==> config.mk <==
export PLATFORM = sky130hd
export DESIGN_NAME = rams_port_arbiter_flat
export DESIGN_NICKNAME = d
export VERILOG_FILES = /design/src/rtl/rams_port_if.sv /design/src/rtl/rams_port_arbiter.sv /design/src/flat_wrapper.sv
export SDC_FILE = /design/constraint.sdc
export NUM_CORES = 1
export LEC_CHECK = 0
export ABC_AREA = 0
export ABC_CLOCK_PERIOD_IN_PS = 1180
export CAP_MARGIN = 0
export CORE_MARGIN = 4
export CORE_UTILIZATION = 29
export CTS_BUF_LIST = sky130_fd_sc_hd__clkbuf_16
export DETAILED_ROUTE_END_ITERATION = 7
export PLACE_DENSITY_LB_ADDON = 0.2
export SETUP_SLACK_MARGIN = 0.05
export SYNTH_ARGS = -nofsm -noshare
export SYNTH_HDL_FRONTEND = slang
export SYNTH_SLANG_ARGS = --single-unit
==> constraint.sdc <==
create_clock -name clk -period 1.18 [get_ports clk]
set_clock_uncertainty 0.2 [all_clocks]
set_input_delay 0.236 -clock clk [delete_from_list [all_inputs] [get_ports clk]]
set_output_delay 0.236 -clock clk [all_outputs]
set_load 0.05 [all_outputs]
==> src/rtl/rams_port_if.sv <==
// One requester's view of the shared RAM port: request handshake plus read-return signals.
// The requester drives the master side and the arbiter drives the slave side.
interface rams_port_if #(
  parameter int ADDR_W = 6,
  parameter int DATA_W = 32
);
  logic              valid;
  logic              ready;
  logic              we;
  logic [ADDR_W-1:0] addr;
  logic [DATA_W-1:0] wdata;
  logic              rvalid;
  logic [DATA_W-1:0] rdata;

  modport master (
    output valid, we, addr, wdata,
    input  ready, rvalid, rdata
  );

  modport slave (
    input  valid, we, addr, wdata,
    output ready, rvalid, rdata
  );
endinterface

==> src/rtl/rams_port_arbiter.sv <==
// Shares one single-port, registered-read BRAM between requesters A and B.
// The winning request is registered onto the RAM port; read data returns through a 2-stage owner tag.
module rams_port_arbiter #(
  parameter int ADDR_W = 6,
  parameter int DATA_W = 32,
  parameter int RR_EN  = 1
) (
  input  logic              clk,
  input  logic              rst_n,
  rams_port_if.slave        a,
  rams_port_if.slave        b,
  output logic              ram_we,
  output logic [ADDR_W-1:0] ram_addr,
  output logic [DATA_W-1:0] ram_din,
  input  logic [DATA_W-1:0] ram_dout
);
  localparam logic OWN_A = 1'b0;
  localparam logic OWN_B = 1'b1;
  localparam bit   RR    = (RR_EN != 0);

  logic              ptr;
  logic              contested;
  logic              grant_a;
  logic              grant_b;
  logic              grant;
  logic              sel_we;
  logic [ADDR_W-1:0] sel_addr;
  logic [DATA_W-1:0] sel_wdata;

  logic              tag1_vld;
  logic              tag1_own;
  logic              tag2_vld;
  logic              tag2_own;

  // Grant is combinational so ready can follow valid within the same cycle.
  always_comb begin
    contested = a.valid && b.valid;
    grant_a   = a.valid && (!b.valid || !RR || (ptr == OWN_A));
    grant_b   = b.valid && !grant_a;
    grant     = grant_a || grant_b;
    sel_we    = grant_a ? a.we    : b.we;
    sel_addr  = grant_a ? a.addr  : b.addr;
    sel_wdata = grant_a ? a.wdata : b.wdata;
  end

  assign a.ready = grant_a;
  assign b.ready = grant_b;

  // Only a contested grant moves the pointer, so a lone requester cannot steal the next turn.
  always_ff @(posedge clk or negedge rst_n) begin
    if (!rst_n) begin
      ptr <= OWN_A;
    end else if (RR && contested) begin
      ptr <= grant_a ? OWN_B : OWN_A;
    end
  end

  always_ff @(posedge clk or negedge rst_n) begin
    if (!rst_n) begin
      ram_we   <= 1'b0;
      ram_addr <= '0;
      ram_din  <= '0;
    end else begin
      ram_we <= grant && sel_we;
      if (grant) begin
        ram_addr <= sel_addr;
        ram_din  <= sel_wdata;
      end
    end
  end

  // Stage 1 lines up with the RAM sampling the address, stage 2 with ram_dout being valid.
  always_ff @(posedge clk or negedge rst_n) begin
    if (!rst_n) begin
      tag1_vld <= 1'b0;
      tag1_own <= OWN_A;
      tag2_vld <= 1'b0;
      tag2_own <= OWN_A;
    end else begin
      tag1_vld <= grant && !sel_we;
      tag1_own <= grant_b ? OWN_B : OWN_A;
      tag2_vld <= tag1_vld;
      tag2_own <= tag1_own;
    end
  end

  assign a.rvalid = tag2_vld && (tag2_own == OWN_A);
  assign b.rvalid = tag2_vld && (tag2_own == OWN_B);
  assign a.rdata  = ram_dout;
  assign b.rdata  = ram_dout;
endmodule
==> src/flat_wrapper.sv <==
// flat-port wrapper written by rule: the top's interface ports become plain ports
module rams_port_arbiter_flat 
#(
  parameter int ADDR_W = 6,
  parameter int DATA_W = 32,
  parameter int RR_EN  = 1
)
  (clk, rst_n, ram_we, ram_addr, ram_din, ram_dout, a_valid, a_we, a_addr, a_wdata, a_ready, a_rvalid, a_rdata, b_valid, b_we, b_addr, b_wdata, b_ready, b_rvalid, b_rdata);
  rams_port_if #(.ADDR_W(ADDR_W), .DATA_W(DATA_W)) a_i ();
  rams_port_if #(.ADDR_W(ADDR_W), .DATA_W(DATA_W)) b_i ();
  input  logic clk;
  input  logic rst_n;
  output logic ram_we;
  output logic [ADDR_W-1:0] ram_addr;
  output logic [DATA_W-1:0] ram_din;
  input  logic [DATA_W-1:0] ram_dout;
  input wire logic [$bits(a_i.valid)-1:0] a_valid;
  input wire logic [$bits(a_i.we)-1:0] a_we;
  input wire logic [$bits(a_i.addr)-1:0] a_addr;
  input wire logic [$bits(a_i.wdata)-1:0] a_wdata;
  output wire logic [$bits(a_i.ready)-1:0] a_ready;
  output wire logic [$bits(a_i.rvalid)-1:0] a_rvalid;
  output wire logic [$bits(a_i.rdata)-1:0] a_rdata;
  input wire logic [$bits(b_i.valid)-1:0] b_valid;
  input wire logic [$bits(b_i.we)-1:0] b_we;
  input wire logic [$bits(b_i.addr)-1:0] b_addr;
  input wire logic [$bits(b_i.wdata)-1:0] b_wdata;
  output wire logic [$bits(b_i.ready)-1:0] b_ready;
  output wire logic [$bits(b_i.rvalid)-1:0] b_rvalid;
  output wire logic [$bits(b_i.rdata)-1:0] b_rdata;
  assign a_i.valid = a_valid;
  assign a_i.we = a_we;
  assign a_i.addr = a_addr;
  assign a_i.wdata = a_wdata;
  assign a_ready = a_i.ready;
  assign a_rvalid = a_i.rvalid;
  assign a_rdata = a_i.rdata;
  assign b_i.valid = b_valid;
  assign b_i.we = b_we;
  assign b_i.addr = b_addr;
  assign b_i.wdata = b_wdata;
  assign b_ready = b_i.ready;
  assign b_rvalid = b_i.rvalid;
  assign b_rdata = b_i.rdata;
  rams_port_arbiter #(.ADDR_W(ADDR_W), .DATA_W(DATA_W), .RR_EN(RR_EN)) u_core (.clk(clk), .rst_n(rst_n), .a(a_i), .b(b_i), .ram_we(ram_we), .ram_addr(ram_addr), .ram_din(ram_din), .ram_dout(ram_dout));
endmodule
==> reports/qor.csv <==
stage,metric,value,unit
outcome,outcome,finished with violations,
outcome,failing checks,setup timing,
timing,final hold vios,0,
setup_path,Worst setup EP type,output port,
cts,Clock transition at path regs,60,ps
cts,Max Buffers Root-to-Sink,2,
yosys,Unique masters post-synth,18,
setup_path,WP data required,740,ps
setup_path,critical path class,reg2out,
timing,RSZ-0062 raised after global routing,true,
timing,"Slew Viols, Final",0,
min_path,min-delay worst type,reg2reg,
cts,worst-skew pair later-pin latency,280,ps
global_routing,vias in the first global route,2116,
timing,max frequency,639,MHz
run,Max Cap Viol,0,
cts,Clock Tree Root,clkbuf_16,
yosys,Mapped Nets,365,
cts,H-tree depth,2,
yosys,Synth Flop Type,dfrtp_1,
floorplan,Rows,34,
placement,hpwl dp,5220,um
routing,WL/cell,17.5,um
power,combinational power share,0.556,
power,clock power share,0.165,
power,LEAKAGE,1.90,nW
placement,global placement routability congestion,0.696,
setup_path,"critical path fanouts, max",3,
floorplan,Die W,103,um
timing,Finish-stage setup viols,84,
setup_path,CP cell instances,a21bo_4 > inv_8 > buf_8,
timing,Final WS setup,-384,ps
routing,Antenna Violating Nets Remaining,0,
floorplan,num ports,221,
routing,TritonRoute pass-1 iters,4,
floorplan,die height,103,um
finish,Syn-to-layout area delta,69.4,%
setup_path,slowest CP cell,dfrtp_1,
yosys,Post-Syn Area per Cell,10.4,um^2
finish,FILL cells,786,
finish,layout cell share with drive strength beyond 1,0.358,
routing,DR vias/cell,4.89,
power,Overall Power,8.12,mW
setup_path,Critical Path Max Stage Delay,420,ps
yosys,share of the yosys chip area belonging to registers,0.423,
global_routing,largest net degree at the start of global routing,39,
power,power per standard cell area,1840,nW/um^2
timing,Setup TNS,-17500,ps
yosys,Synthesis Warnings,0,
global_routing,first-pass GRT wire length,10900,um
cts,Num Clock Sinks,44,
floorplan,Core Region,8720,um^2
setup_path,CP Buf/Inv Count,2,
yosys,Post-Syn Instances,251,
timing,"Min Clock Period, post-route",1560,ps
finish,final net count,440,
finish,Ant. Diodes,0,
routing,routed via count,2128,
global_routing,GRT Residual Overflow,0,
yosys,"top cells by area, synth","dfrtp_1 (42%), buf_4 (20%), mux2i_1 (15%)",
cts,TritonCTS clock tree,yes,
timing,Worst Tran Pin Value,470,ps
yosys,most frequent cell after synthesis,buf_4,
floorplan,total die area,10600,um^2
routing,Iter 0 DRT Violations,39,
power,Sw Pwr,3.18,mW
power,sequential share of power,0.279,
yosys,Commonest cells post-synth,"buf_4 (69), dfrtp_1 (44), o22ai_1 (39)",
yosys,post-synth top area share,0.423,
yosys,"area leader, netlist",dfrtp_1,
power,Cell Int Power,4.95,mW
power,Peak VDD IR,0.757,mV
power,switch share,0.391,
setup_path,Setup crit start kind,flip-flop,
timing,max_slew headroom,0.687,
setup_path,WP data arrival,1130,ps
global_routing,Tot GR Track Use,0.133,
floorplan,starting density of the core,0.299,
yosys,share of flip-flops with an asynchronous set or reset,1.00,
global_routing,initial antenna violation count,0,
setup_path,cell family with most CP delay,flip-flops,
timing,final critical-path share of the clock period,1.33,
yosys,synthesized area,2600,um^2
yosys,Post-synth EDFFs,0,
placement,port bufs,124,
yosys,"FF+latch count, synth",44,
cts,Num CTS Buffers,5,
routing,Routed WL,7590,um
routing,DRC violations left,0,
==> power by group through the flow <==
stage,combinational (mW),clock [mW],sequential (mW)
floorplan,1.51,0,3.25
global placement,4.10,0,2.29
detailed placement,4.13,0,2.30
CTS,4.42,1.40,2.27
global route,4.73,1.46,2.31
finish,4.52,1.34,2.27
==> worst register-to-register path: cells and delay by family (launching register included) <==
family | cells | cell delay (ps)
AO/OA/AOI/OAI | 3 | 410
buffers and inverters | 2 | 350
flip-flops | 1 | 420
==> placed cells by master, fill, tap and decap left out, drive strengths merged <==
cell,count
inv,3
clkbuf,6
dlygate4sd3,1
clkinv,3
and2,1
o21ai,1
buf,68
a21bo,1
dfrtp,44
nor2b,1
mux2i,38
clkdlybuf4s50,78
o22ai,39
xnor2,1
a22o,1
a21oi,38
nand2,2
dlygate4sd2,1
==> layer usage <==
layer / part of all wire / up-vias / routed length (um) / GRT usage
li1: - / 987 / - / -
met1: 0.39 / 1021 / 2970 / 0.161
met2: 0.49 / 89 / 3690 / 0.216
met3: 0.099 / 31 / 753 / 0.0474
met4: 0.024 / 0 / 183 / 0.0518
met5: 0 / - / 0 / 0
==> cell type report <==
cell class              instances  area, um^2  share of cell area
multi-input cells             123        1100               0.250
well taps                     108         135              0.0306
clock inverters                 3        13.8             0.00312
flip-flops and latches         44        1100               0.250
clock buffers                   5         125              0.0284
inverters                       3        21.3             0.00482
repair buffers                149        1910               0.433
==> state kept, by name, indices dropped and copies added (netlist names) <==
| register | count |
|---|---|
| u_core.tag2_vld | 1 |
| u_core.ptr | 1 |
| u_core.tag2_own | 1 |
| u_core.ram_we | 1 |
| u_core.tag1_own | 1 |
| u_core.tag1_vld | 1 |
| u_core.ram_addr | 6 |
| u_core.ram_din | 32 |
==> path summary, 6_finish.rpt <==
kind,depth (start not counted),startpoint,to,slack (ps)
max in group asynchronous,3,rst_n,u_core.ram_din[20],180
hold / removal,0,u_core.tag1_vld,u_core.tag2_vld,150
hold reg to reg,0,u_core.tag1_vld,u_core.tag2_vld,150
setup reg to reg,5,u_core.ptr,u_core.ram_din[13],-340
min in group asynchronous,3,rst_n,u_core.ram_din[2],270
setup / recovery,3,u_core.ptr,a_ready,-380
==> kinds of logic after synthesis <==
| group | count (synthesis) | synth area share |
|---|---|---|
| mux | 38 | 0.146 |
| xor+xnor | 1 | 0.00336 |
| compound gates | 80 | 0.178 |
| flops | 44 | 0.423 |
| simple gates | 4 | 0.00769 |
| buf+inv | 84 | 0.242 |
==> timing repair <==
item / in CTS / in global routing
pin swaps: 3 / 1
setup endpoints to repair: 84 / 85
setup buffers: 5 / 3
hold buffers: 1 / 0
gates resized for setup: 35 / 7
cloned: 0 / 1
hold endpoints to repair: 44 / 0
==> through the flow <==
step | cells | cell area, um^2 | setup WS [ps] | util | hold slack (ps)
after floorplan | 251 | 2630 | -121 | - | -260
after global placement | 417 | 3940 | -537 | 0.452 | 18.7
after detailed placement | 417 | 3940 | -566 | 0.452 | 20.5
after CTS | 431 | 4320 | -405 | 0.495 | 152
after global routing | 435 | 4410 | -425 | 0.506 | 171
final | 435 | 4410 | -384 | 0.506 | 153
(Power assumes the default switching activity.)
